[config.mk]
export PLATFORM = sky130hd
export DESIGN_NAME = hazard_stall_flush_unit
export DESIGN_NICKNAME = d
export VERILOG_FILES = /design/src/rtl/hazard_stall_flush_unit.sv
export SDC_FILE = /design/constraint.sdc
export NUM_CORES = 1
export LEC_CHECK = 0
export ABC_AREA = 1
export CAP_MARGIN = 20
export CORE_MARGIN = 2
export CORE_UTILIZATION = 45
export DETAILED_ROUTE_END_ITERATION = 8
export GPL_TIMING_DRIVEN = 0
export PLACE_DENSITY = 0.75
export SYNTH_ARGS = -nofsm -noshare
export SYNTH_HDL_FRONTEND = slang
export SYNTH_SLANG_ARGS = --single-unit
[constraint.sdc]
create_clock -name clk -period 1.7 [get_ports clk]
set_input_delay 0.34 -clock clk [delete_from_list [all_inputs] [get_ports clk]]
set_output_delay 0.34 -clock clk [all_outputs]
set_load 0.1 [all_outputs]
[src/rtl/hazard_stall_flush_unit.sv]
// Pipeline hazard controller: load-use stall, branch flush, memory-busy freeze with deferred flush.
// Control outputs are combinational from state and inputs; state and saturating counters update on the next edge.
module hazard_stall_flush_unit #(
    parameter int REG_W = 5,
    parameter int CNT_W = 16
) (
    input  logic             clk,
    input  logic             reset,
    input  logic [REG_W-1:0] IF_ID_rs1,
    input  logic [REG_W-1:0] IF_ID_rs2,
    input  logic [REG_W-1:0] ID_EX_rd,
    input  logic             ID_EX_MemRead,
    input  logic             branch_taken,
    input  logic             mem_busy,
    output logic             PC_Write,
    output logic             IF_ID_Write,
    output logic             Flush,
    output logic             ID_EX_Bubble,
    output logic             Pipe_Freeze,
    output logic [CNT_W-1:0] stall_count,
    output logic [CNT_W-1:0] flush_count
);

    typedef enum logic [1:0] {
        RUN      = 2'd0,
        LU_STALL = 2'd1,
        MEM_WAIT = 2'd2
    } state_t;

    state_t state;
    state_t state_nxt;
    logic   flush_pending;
    logic   flush_pending_nxt;
    logic   load_use;
    logic   br;

    // x0 is hardwired to zero, so a load targeting it never creates a dependency.
    assign load_use = ID_EX_MemRead && (ID_EX_rd != '0) &&
                      ((ID_EX_rd == IF_ID_rs1) || (ID_EX_rd == IF_ID_rs2));
    assign br = branch_taken || flush_pending;

    always_comb begin
        PC_Write          = 1'b1;
        IF_ID_Write       = 1'b1;
        Flush             = 1'b0;
        ID_EX_Bubble      = 1'b0;
        Pipe_Freeze       = 1'b0;
        state_nxt         = state;
        flush_pending_nxt = flush_pending;

        if (reset) begin
            PC_Write     = 1'b0;
            IF_ID_Write  = 1'b0;
            Flush        = 1'b1;
            ID_EX_Bubble = 1'b1;
            state_nxt         = RUN;
            flush_pending_nxt = 1'b0;
        end else if (mem_busy) begin
            PC_Write    = 1'b0;
            IF_ID_Write = 1'b0;
            Pipe_Freeze = 1'b1;
            state_nxt   = MEM_WAIT;
            // Branches seen during a freeze accumulate so the flush fires once on release.
            flush_pending_nxt = (state == MEM_WAIT) ? (flush_pending || branch_taken)
                                                    : branch_taken;
        end else if (br) begin
            Flush             = 1'b1;
            ID_EX_Bubble      = 1'b1;
            state_nxt         = RUN;
            flush_pending_nxt = 1'b0;
        end else if (load_use && (state != LU_STALL)) begin
            PC_Write     = 1'b0;
            IF_ID_Write  = 1'b0;
            ID_EX_Bubble = 1'b1;
            state_nxt    = LU_STALL;
        end else begin
            state_nxt = RUN;
        end
    end

    always_ff @(posedge clk) begin
        if (reset) begin
            state         <= RUN;
            flush_pending <= 1'b0;
            stall_count   <= '0;
            flush_count   <= '0;
        end else begin
            state         <= state_nxt;
            flush_pending <= flush_pending_nxt;
            if (!PC_Write && (stall_count != {CNT_W{1'b1}}))
                stall_count <= stall_count + 1'b1;
            if (Flush && (flush_count != {CNT_W{1'b1}}))
                flush_count <= flush_count + 1'b1;
        end
    end

endmodule
### Yosys cells after proc, flatten, opt, wreduce, memory -nomap -nowiden

Cells that the tools add are included.

| word-level totals | value |
|---|---|
| flip-flop bits (word level) | 35 |
| output and inout bits | 37 |
| input bits | 20 |

| operators by class | value |
|---|---|
| multiplexer cells | 19 |
| add/sub/neg operators | 2 |
| reductions and logical operators | 11 |
| eq/ne operators | 6 |

Operators with widths:

| kind | count |
|---|---|
| $add A16 B1 Y16 const B | 2 |
| $ne A16 B16 Y1 const B | 2 |
| $mux W1 | 18 |
| $eq A5 B5 Y1 | 2 |
| $logic_and A1 B1 Y1 | 5 |
| $reduce_bool A5 Y1 | 1 |
| $reduce_or A3 Y1 | 1 |
| $eq A2 B2 Y1 const B | 1 |
| $logic_or A1 B1 Y1 | 2 |
| $mux W2 | 1 |
| $ne A2 B1 Y1 const B | 1 |
| $reduce_bool A2 Y1 | 1 |
| $logic_not A1 Y1 | 1 |

### Depth between registers and ports, before layout

Gate-level depths: netlist of the first run.

| logic depth | value |
|---|---|
| depth in word-level cells | 10 |
| gate-level depth with buffers | 12 |
| depth with buffers taken out | 11 |

### Worst setup path before layout of the first run

OpenSTA, ideal clock, no wires.

| timing | value |
|---|---|
| path kind | input -> output |
| start | in branch_taken |
| end | out ID_EX_Bubble |
| cell stages on the path | 3 |
| path slack | -1140 ps |
| required time | 1360 ps |
| arrival time | 2500 ps |
| cell sequence | nor2_1 o21ai_1 a31o_2 |

| between the ends | value |
|---|---|
| cells in the longest elaborated chain, start to end | 4 |

RTL lines:

| item | RTL line | text |
|---|---|---|
| start, declared | 13 | `input logic branch_taken,` |
| $logic_or A1 B1 Y1 | 40 | `assign br = branch_taken \|\| flush_pending;` |
| $mux W1 | 66 | `end else if (br) begin` |
| $mux W1 | 58 | `end else if (mem_busy) begin` |
| $mux W1 | 51 | `if (reset) begin` |
| end, declared | 18 | `output logic ID_EX_Bubble,` |

Every way passes these cells.

### Worst setup path in the final report of the first run

| timing | value |
|---|---|
| start | reg state[0] |
| end | out PC_Write |

| between the ends | value |
|---|---|
| cells in the longest elaborated chain, start to end | 6 |

RTL lines:

| item | RTL line | text |
|---|---|---|
| start, declared | 30 | `state_t state;` |
| start signal, assigned | 88 | `state <= state_nxt;` |
| $ne A2 B1 Y1 | 71 | `end else if (load_use && (state != LU_STALL)) begin` |
| $logic_and A1 B1 Y1 | 71 |  |
| $mux W1 | 71 |  |
| $mux W1 | 66 |  |
| $mux W1 | 58 |  |
| $mux W1 | 51 |  |
| end, declared | 15 | `output logic PC_Write,` |

Every way passes these cells.

==> results.txt, run 1 <==
die area: 5300 sq um
synth unique cells: 33
GR Overflow Total: 0
final core occ: 0.712
row count: 25
Initial Util: 0.460
Post-synth EDFFs: 0
RSZ-0062 raised after global routing: yes
main flop type after synthesis: dfxtp_1
Yosys top cell by area: dfxtp_1
DP Area: 2960 sq um
nets@finish: 416
top post-synthesis cells by area: dfxtp_1 (33%), nand2_1 (14%), nand3_1 (6.8%)
Min Clock Period, post-route: 1.92 ns
worst reg-to-reg setup slack: 0.11 ns
Syn Area/Cell: 6.78 sq um
fin area: 3300 sq um
status: complete, but fails checks
Startpoint Class: register
Pleak: 1.24 nW
register area share after synthesis: 0.329
initial antenna violation count: 0
worst-margin pin slew: 0.552 ns
Slew Viols, Final: 0
register bit total from synthesis: 35
worst hold endpoint: flush_count[6]$_SDFFE_PP0P_
CTS tree: built
Tot GR Track Use: 0.230
antenna fix cells: 0
setup violators final: 3
synthesis warning total: 0
dpl hpwl: 4050 um
Min-Delay Path Class: reg -> reg
DRT Pass-1 Iters: 4
width of the die: 72.8 um
CTS Buffer Depth: 2
Hold Fails Final Rpt: 0
WL/cell: 13.1 um
PwrDens: 604 nW/um^2
Worst Setup End Kind: output pin
clock insertion delay at the later pin of the skew report: 0.29 ns
initial DRC count: 154
Remaining DRCs: 0
top-count cell post-synth: nand2_1
Rel. slew slack: 0.633
CP arrival: 1.58 ns
Worst Path Required: 1.36 ns
Routability Congestion: 0.875
fmax: 521 MHz
Antenna Nets Post-Route: 0
synthesized cell area: 2130 sq um
PnR worst setup slack: -0.221 ns
failing checks: setup timing
largest fanout on the critical path: 3
first-pass GRT wire length: 9600 um
largest net degree at the start of global routing: 13
Reg2Reg Depth: 10
DR vias: 2286
Core Area: 4630 sq um
Routed WL: 5890 um
Clk pin slew, worst setup/hold paths: 0.07 ns
Ports: 57
clock root cell: clkbuf_8
vias in the first global route: 2143
layout cells sized above 1: 0.405
pre-CTS setup slack: -1.72 ns
critical path type: reg -> out
Hold Crit Depth: 1
hold_sp: flush_count[6]$_SDFFE_PP0P_
Synth top cells by count: nand2_1 (79), dfxtp_1 (35), nor2_1 (33)
IO buf count: 56
Die Span Y: 72.8 um
asr flop ratio synth: 0
period utilization: 1.13
number of buffers created by CTS: 5
top-area cell type share of the netlist area: 0.329
Power, Total: 1.99 mW
Synth Net Count: 336
Reg-to-Reg Start: stall_count[1]$_SDFFE_PP0P_
Peak VDD IR: 0.000425 V
Via density: 5.09
synthesized netlist cell count: 314
layout overhead on the synthesized area: 54.9%
H-Tree Depth: 2
maxcap violations: 0
clk sinks: 35
reg-to-reg endpoint: stall_count[13]$_SDFFE_PP0P_
Clock Skew: 0.00911 ns
## critical path, stage by stage, from the launching register on
cell and delay (ns):
dfxtp_2 0.32, inv_2 0.06, o21ai_2 0.05, o21bai_1 0.15, inv_1 0.11, nand3_4 0.09, nand2_4 0.10, clkinvlp_4 0.12
buf_12 0.13, buf_12 0.15
## timing repair
action | 4_1_cts | 5_1_grt
buffers inserted | 7 | 11
gates cloned | 0 | 0
hold buffers | 0 | 0
endpoints found under the setup margin | 53 | 16
pin swaps | 21 | 17
gates resized for setup | 210 | 21
## metrics by stage
| stage | TNS [ns] | instances | hold WS [ns] |
|---|---|---|---|
| floorplan | -0.869 | 314 | 0.419 |
| global placement | -20.13 | 424 | 0.450 |
| detailed placement | -21.20 | 424 | 0.450 |
| CTS | -0.536 | 439 | 0.465 |
| global route | -0.665 | 449 | 0.481 |
| finish | -0.502 | 449 | 0.459 |
## routing by layer
layer | vias up | wire (um) | GRT usage
met5 | - | 0 | 0
met4 | 0 | 55 | 0.0864
met3 | 4 | 202 | 0.0304
met2 | 46 | 3070 | 0.410
met1 | 1050 | 2570 | 0.280
li1 | 1186 | - | -
## logic make-up (layout without fill, tap and decap cells)
logic type / count (synthesis) / after routing / synth area share
AND/OR/NAND/NOR: 176 / 176 / 0.386
buffers and inverters: 40 / 121 / 0.0800
AO/OA/AOI/OAI: 38 / 38 / 0.0988
flip-flops: 35 / 35 / 0.329
XOR/XNOR: 23 / 23 / 0.0946
adder cells (fa/ha/maj): 2 / 2 / 0.0118
## report_power, final
part	internal (mW)	switching, mW
registers	0.810	0.0215
clock network	0.378	0.327
logic	0.158	0.296
## flip-flops by register name, summed over array words and instances (netlist names)
signal,cells
stall_count,16
flush_count,16
flush_pending,1
state,2
## placed cells by master, fill, tap and decap left out, types with 5 or more instances in the layout
| cell | n |
|---|---|
| a21oi_1 | 24 |
| buf_2 | 8 |
| buf_4 | 18 |
| buf_6 | 10 |
| clkbuf_8 | 7 |
| clkdlybuf4s15_2 | 32 |
| dfxtp_2 | 12 |
| dfxtp_4 | 22 |
| inv_1 | 20 |
| inv_2 | 9 |
| nand2_1 | 72 |
| nand2_2 | 8 |
| nand3_1 | 28 |
| nand4_1 | 7 |
| nor2_1 | 29 |
| nor2_4 | 5 |
| nor3_1 | 12 |
| xnor2_1 | 12 |
| xor2_1 | 11 |
## how the worst max path moves through the flow
| stage | start | endpoint | slack (ns) | depth (start not counted) |
|---|---|---|---|---|
| 2_1_floorplan | ID_EX_rd[3] | PC_Write | -0.47 | 11 |
| 3_3_place_gp | ID_EX_rd[3] | PC_Write | -1.69 | 13 |
| 3_5_place_dp | ID_EX_rd[3] | PC_Write | -1.72 | 13 |
| 4_1_cts | state[0]$_SDFF_PP0_ | PC_Write | -0.26 | 10 |
| 5_1_grt | state[0]$_SDFF_PP0_ | PC_Write | -0.28 | 9 |
| 6_report | state[0]$_SDFF_PP0_ | PC_Write | -0.22 | 9 |
## final cells by class
class	count	area (sq um)
Multi-Input combinational cell	239	1370
Tap cell	54	67.6
Timing Repair Buffer	74	729
Clock buffer	6	93.8
Buffer	7	85.1
Inverter	32	139
Sequential cell	35	798
Fill cell	365	1330
Clock inverter	2	13.8
(Power assumes the default switching activity.)
==> run 2: changes to the inputs <==
CAP_MARGIN = 15   (was 20)
==> results of run 2 <==
Final layout, timing and power as in run 1 (identical DEF).
